[config.mk]
export PLATFORM = sky130hd
export DESIGN_NAME = pc_sequencer
export DESIGN_NICKNAME = d
export VERILOG_FILES = /design/src/rtl/pc_sequencer.sv
export SDC_FILE = /design/constraint.sdc
export NUM_CORES = 1
export LEC_CHECK = 0
export BUFFER_PORTS_ARGS = -buffer_cell sky130_fd_sc_hd__buf_2
export CORE_AREA = 2 2 122 124
export DETAILED_ROUTE_END_ITERATION = 8
export DIE_AREA = 0 0 124 126
export GPL_TIMING_DRIVEN = 0
export PLACE_DENSITY = 0.86
export SETUP_SLACK_MARGIN = 0.3
export SLEW_MARGIN = 25
export SYNTH_ARGS = -nofsm -noshare
export SYNTH_HDL_FRONTEND = slang
export SYNTH_SLANG_ARGS = --single-unit
[constraint.sdc]
create_clock -name clk -period 2.7 [get_ports clk]
set_clock_uncertainty 0.05 [all_clocks]
set_input_delay 0.135 -clock clk [delete_from_list [all_inputs] [get_ports clk]]
set_output_delay 0.135 -clock clk [all_outputs]
set_load 0.01 [all_outputs]
[src/rtl/pc_sequencer.sv]
// Multi-cycle fetch/PC sequencer: fetches over req/ack, issues fields
// to the extend stage, and redirects the PC from execute's decision.
//
// Ports:
//   clk, rst_n          clock, async active-low reset
//   imem_req/addr       fetch request and address (addr = pc)
//   imem_ack/rdata      fetch ack and instruction word
//   instr/instr_valid   latched instruction, one-cycle issue pulse
//   opcode/imm16/imm26  slices of instr
//   pc/npc              current instruction address, pc+4
//   exec_done/br_taken  execute completion and branch decision
//   jump/target         jump decision and resolved target
//   halted              parked in HALT until reset
//   misalign_err        sticky: redirect target not word aligned
module pc_sequencer #(
  parameter logic [31:0] RESET_PC = 32'h0000_0000,
  parameter logic [5:0]  HALT_OP  = 6'b111111
) (
  input  logic        clk,
  input  logic        rst_n,
  output logic        imem_req,
  output logic [31:0] imem_addr,
  input  logic        imem_ack,
  input  logic [31:0] imem_rdata,
  output logic [31:0] instr,
  output logic        instr_valid,
  output logic [5:0]  opcode,
  output logic [15:0] imm16,
  output logic [25:0] imm26,
  output logic [31:0] pc,
  output logic [31:0] npc,
  input  logic        exec_done,
  input  logic        br_taken,
  input  logic        jump,
  input  logic [31:0] target,
  output logic        halted,
  output logic        misalign_err
);

  typedef enum logic [2:0] {
    IDLE,
    FETCH,
    ISSUE,
    WAIT_EXEC,
    HALT
  } state_e;

  state_e      state_q, state_d;
  logic [31:0] pc_q, pc_d;
  logic [31:0] npc_q, npc_d;
  logic [31:0] instr_q, instr_d;
  logic        req_q, req_d;
  logic        valid_q, valid_d;
  logic        err_q, err_d;

  logic        redir;
  logic [31:0] next_pc;

  // jump and taken branch both resolve to target
  assign redir   = jump | br_taken;
  assign next_pc = redir ? target : npc_q;

  always_comb begin
    state_d = state_q;
    pc_d    = pc_q;
    npc_d   = npc_q;
    instr_d = instr_q;
    req_d   = req_q;
    valid_d = 1'b0;
    err_d   = err_q;
    unique case (state_q)
      IDLE: begin
        state_d = FETCH;
        req_d   = 1'b1;
      end
      FETCH: begin
        if (imem_ack) begin
          instr_d = imem_rdata;
          req_d   = 1'b0;
          valid_d = 1'b1;
          state_d = ISSUE;
        end
      end
      ISSUE: begin
        if (instr_q[31:26] == HALT_OP) begin
          state_d = HALT;
        end else begin
          state_d = WAIT_EXEC;
        end
      end
      WAIT_EXEC: begin
        if (exec_done) begin
          if (redir && (target[1:0] != 2'b00)) begin
            err_d   = 1'b1;
            state_d = HALT;
          end else begin
            pc_d    = next_pc;
            npc_d   = next_pc + 32'd4;
            req_d   = 1'b1;
            state_d = FETCH;
          end
        end
      end
      HALT: begin
        req_d = 1'b0;
      end
      default: begin
        state_d = IDLE;
        req_d   = 1'b0;
      end
    endcase
  end

  always_ff @(posedge clk or negedge rst_n) begin
    if (!rst_n) begin
      state_q <= IDLE;
      pc_q    <= RESET_PC;
      npc_q   <= RESET_PC + 32'd4;
      instr_q <= 32'h0;
      req_q   <= 1'b0;
      valid_q <= 1'b0;
      err_q   <= 1'b0;
    end else begin
      state_q <= state_d;
      pc_q    <= pc_d;
      npc_q   <= npc_d;
      instr_q <= instr_d;
      req_q   <= req_d;
      valid_q <= valid_d;
      err_q   <= err_d;
    end
  end

  assign imem_req     = req_q;
  assign imem_addr    = pc_q;
  assign instr        = instr_q;
  assign instr_valid  = valid_q;
  assign opcode       = instr_q[31:26];
  assign imm16        = instr_q[15:0];
  assign imm26        = instr_q[25:0];
  assign pc           = pc_q;
  assign npc          = npc_q;
  assign halted       = (state_q == HALT);
  assign misalign_err = err_q;

endmodule

; ---- Word-level counts from Yosys, hierarchy flattened
; Cells that the tools add are included.
[totals]
regBits = 102
wordCells = 40
out_inout_bits = 180
input_bits = 70
[op_classes]
n_reduce_logical = 8
n_addsub = 1
n_eq_ne = 8
n_bitwise = 4
n_mux = 12
[op_table]
columns = operator, count
row1 = adder 32 x 3 -> 32 bit (second input constant), 1
row2 = 2-to-1 mux 32 bit, 1
row3 = case mux 3 bit (5 select lines), 1
row4 = 2-to-1 mux 3 bit, 4
row5 = AND reduction 3 bit, 3
row6 = equality test 3 x 2 -> 1 bit (second input constant), 2
row7 = equality test 6 bit (second input constant), 1
row8 = != test 2 bit (second input constant), 3
row9 = 2-to-1 mux 1 bit, 5
row10 = case mux 1 bit (4 select lines), 1
row11 = AND reduction 4 bit, 1
row12 = equality test 3 x 1 -> 1 bit (second input constant), 1
row13 = equality test 3 bit (second input constant), 1
row14 = zero test 3 bit, 1
row15 = NOT 1 bit, 3
row16 = AND reduction 2 bit, 1
row17 = nonzero test 2 bit, 1
row18 = logical AND 1 bit, 1
row19 = OR 1 bit, 1

; ---- Depth between registers and ports, before layout
[logic_depth]
ltp_word = 5
depth_mapped = 13
mapped_depth_nobuf = 9

; ---- Worst setup path before layout
; No wires, ideal clock.
[synth_path]
kind = input-to-reg
startpoint = in jump
endpoint = reg npc_q[28], in the netlist npc[28]
path_buffers = 4
path_stages = 13
t_arrival_ns = 3.256
path_slack_ns = -0.725
setup_time_ns = 0.119
cell_sequence = buf_2 -> buf_4 -> nor2_1 -> clkbuf_1 -> clkbuf_1 -> nand2_1 -> nand2_1 -> ha_1 -> a21boi_1 -> nand4_1 -> or4_1 -> mux2i_1 -> o21a_1
[synth_between]
word_cells_on_any_way = 6
classes_between = 1 x add/sub / 1 x mux / 2 x bitwise / 2 x reduce/logical
[synth_rtl]
columns = item, line_no
row1 = from (decl), 34  ; input logic jump,
row2 = OR 1 bit, 60  ; assign redir = jump | br_taken;
row3 = 2-to-1 mux 32 bit, 61  ; assign next_pc = redir ? target : npc_q;
row4 = net next_pc[2], 57  ; logic [31:0] next_pc;
row5 = adder 32 x 3 -> 32 bit, 98  ; npc_d = next_pc + 32'd4;
row6 = to (signal assigned), 118  ; npc_q <= RESET_PC + 32'd4;
row7 = to (signal assigned), 126  ; npc_q <= npc_d;
row8 = to (decl), 50  ; logic [31:0] npc_q, npc_d;
; The timed path passes the listed nets, and every way through them passes these cells.
; A chain may end at the register's enable or synchronous reset.

; ---- Worst setup path in the final report
[layout_path]
startpoint = reg npc_q[16], in the netlist npc[16]
endpoint = reg npc_q[30], in the netlist npc[30]
[layout_between]
elab_chain_cells = 2
[layout_rtl]
columns = item, line_no
row1 = 2-to-1 mux 32 bit, 61
row2 = adder 32 x 3 -> 32 bit, 98
; No other way between the ends.

==> flow_metrics.env <==
export IMPL_slowest_stage="or4_4"
export IMPL_status="finished clean"
export IMPL_htreeDepth=3
export IMPL_grt_overflow=0
export IMPL_mostFrequentLayoutCell="buf_2"
export IMPL_hp_class="in2reg"
export IMPL_fin_crit_sh=0.958
export IMPL_p_per_area_mw_per_mm2=1020
export IMPL_synth_edf_count=0
export IMPL_slew_headroom=0.523
export IMPL_critPathMaxStageDelay_ns=0.51
export IMPL_synth_nets=759
export IMPL_drc=0
export IMPL_tns_ns=0
export IMPL_wl_met3_mm=2.25
export IMPL_grt_start_max_net_pins=63
export IMPL_start_util=0.439
export IMPL_path_clk_slew_ns=0.08
export IMPL_drive_gt1_frac=0.461
export IMPL_syn_avg_cell_area_um2=9.14
export IMPL_nets=1073
export IMPL_drv_cap=0
export IMPL_diodes=0
export IMPL_finalSetupViolCount=0
export IMPL_fmax_mhz=387
export IMPL_post_dp_hpwl_mm=15.2
export IMPL_leakage_nw=4.37
export IMPL_slew_viol_final=0
export IMPL_yosysUniqueCellTypes=59
export IMPL_grt_pass1_vias=6140
export IMPL_wl_met1_mm=8.72
export IMPL_synth_seq_area_share=0.398
export IMPL_ys_seq_elements=100
export IMPL_crit_family="simple AND/OR/NAND/NOR gates"
export IMPL_num_rows=44
export IMPL_cp_end_kind="flip-flop"
export IMPL_yosysWarnings=0
export IMPL_io_pins=250
export IMPL_setup_worst_path_start_class="flip-flop"
export IMPL_antenna_left=0
export IMPL_dr_pass1_iters=6
export IMPL_vias=6660
export IMPL_final_cell_mix="buf_2 (250), buf_4 (102), dfrtp_1 (98)"
export IMPL_routed_wl_mm=22.0
export IMPL_die_w_um=124
export IMPL_synth_flop_cell="dfrtp_1"
export IMPL_wl_met2_mm=10.3
export IMPL_ys_async_sr_fraction=1.00
export IMPL_crit_fanout=4
export IMPL_cp_cell_sequence="or3b_4 > a222oi_1 > nand4_1 > buf_6 > or4_4 > o211a_1 > o22a_1"
export IMPL_crit_type="reg2reg"
export IMPL_worst_pin_slew_ns=0.716
export IMPL_cts_tree="yes"
export IMPL_critPathRequiredTime_ns=2.91
export IMPL_worst_ep_arrival_time_ns=2.79
export IMPL_ir_worst_vdd_mv=0.619
export IMPL_cts_root_buf="clkbuf_16"
export IMPL_io_buffers=249
export IMPL_gp_congestion=0.952
export IMPL_clk_latency_ns=0.37
export IMPL_grt_total_usage=0.273
export IMPL_hold_viol=0
export IMPL_crit_buf_inv=1
export IMPL_core_area_mm2=0.0143
export IMPL_grt_pass1_wl_mm=32.9
export IMPL_rsz0062_at_grt="yes"
export IMPL_finalCriticalPeriod_ns=2.59
export IMPL_cts_inserted_buffers=9
export IMPL_highest_layer="met5"
export IMPL_synth_cells=688
export IMPL_fin_hold_ws_ns=0.00206
export IMPL_viasPerCell=5.59
export IMPL_drtIter0Drc=766
export IMPL_die_area_mm2=0.0156
export IMPL_die_h_um=126
export IMPL_fillers=1215
export IMPL_clock_sinks=100
export IMPL_area_growth_pct=40.9
export IMPL_syn_area_mm2=0.00629
export IMPL_antenna_found_initial=1
export IMPL_clockBufferDepth=2
export IMPL_wl_per_cell_um=18.5
-- worst reg2reg max path: stages (launching register included) --
cell and delay (ns):
dfrtp_2 0.37, or3b_4 0.38, a222oi_1 0.49, nand4_1 0.19, buf_6 0.18, or4_4 0.51
o211a_1 0.14, o22a_1 0.15
-- cells by family after synthesis --
family | Yosys count | share of synthesized area
compound gates | 178 | 0.175
fa+ha+maj | 1 | 0.00199
buf+inv | 123 | 0.126
flops | 100 | 0.398
mux | 69 | 0.118
simple gates | 217 | 0.180
-- final timing paths --
path | start | endpoint | slack, ns | cells after the start
max | npc[16] | npc[30] | 0.11 | 7
min | target[18] | imem_addr[18] | 0.002 | 3
max reg2reg | npc[16] | npc[30] | 0.11 | 7
min reg2reg | misalign_err | misalign_err | 0.42 | 1
max in group asynchronous | rst_n | npc[2] | 1.73 | 3
min in group asynchronous | rst_n | instr[4] | 0.20 | 2
-- where the power goes --
| part | switching (mW) | internal (mW) | leakage [nW] | total (mW) |
|---|---|---|---|---|
| registers | 0.828 | 2.23 | 1.19 | 3.06 |
| logic | 2.19 | 2.43 | 3.03 | 4.62 |
| clock network | 0.661 | 0.650 | 0.141 | 1.31 |
| total | 3.68 | 5.32 | 4.37 | 9.00 |
-- metal layers --
metal	global-route usage	up-vias
li1	-	3019
met5	0	-
met4	0.123	2
met3	0.0675	62
met1	0.363	3180
met2	0.419	397
-- synth_stat cells (3+ instances only) --
master     number  area, µm²
a21oi_1        45        225
nor2b_1         4       25.0
o21ai_0        53        265
o2bb2ai_1       3       26.3
nor3_1          3       15.0
nand3_1        14       70.1
mux2_2         38        428
o31ai_1         3       22.5
a31oi_1        16        100
nand4_1         6       37.5
or4bb_1         8       90.1
a22oi_1         6       45.0
and2_1         15       93.8
nand4bb_1       6       67.6
dfrtp_1        99       2480
clkbuf_1       29        109
o21a_1          9       67.6
nand3b_1        4       30.0
o211ai_1       21        158
nand2b_1        4       25.0
nand2_1        76        285
buf_2           5       25.0
and3_1          6       37.5
nor3b_1         4       30.0
nor2_1         52        195
mux2i_1        30        300
buf_4          85        638
a21o_1          3       22.5
-- registers in the layout, indices dropped and copies added, names as in the netlist --
name	cells
imem_req	1
imem_addr	32
instr_valid	1
npc	30
misalign_err	1
state_q	3
instr	32
-- layout make-up --
class	count	area (µm²)	area share
Multi-Input combinational cell	465	3140	0.354
Sequential cell	100	2500	0.283
Timing Repair Buffer	303	1770	0.200
Buffer	121	913	0.103
Tap cell	184	230	0.0260
Clock buffer	9	225	0.0254
Clock inverter	7	70.1	0.00791
Inverter	2	7.51	0.000847
-- metrics by stage --
stage / utilization / instance area (µm²) / worst slack [ns] / cells / total power, mW
finish: 0.619 / 8860 / 0.115 / 1191 / 9.00
global route: 0.619 / 8860 / 0.0964 / 1191 / 9.56
CTS: 0.611 / 8740 / 0.286 / 1184 / 8.95
detailed placement: 0.551 / 7890 / -0.757 / 1122 / 7.54
global placement: 0.549 / 7860 / -0.685 / 1121 / 7.40
floorplan: - / 6380 / 0.0846 / 688 / 5.64
-- repair_timing --
| item | 4_1_cts | 5_1_grt |
|---|---|---|
| resized for setup | 29 | 27 |
| gates cloned | 0 | 0 |
| pin swaps | 9 | 7 |
| hold buffers | 33 | 0 |
| setup buffers | 13 | 7 |
| hold endpoints to repair | 70 | 0 |
| setup endpoints to repair | 75 | 59 |
(Power assumes the default switching activity.)
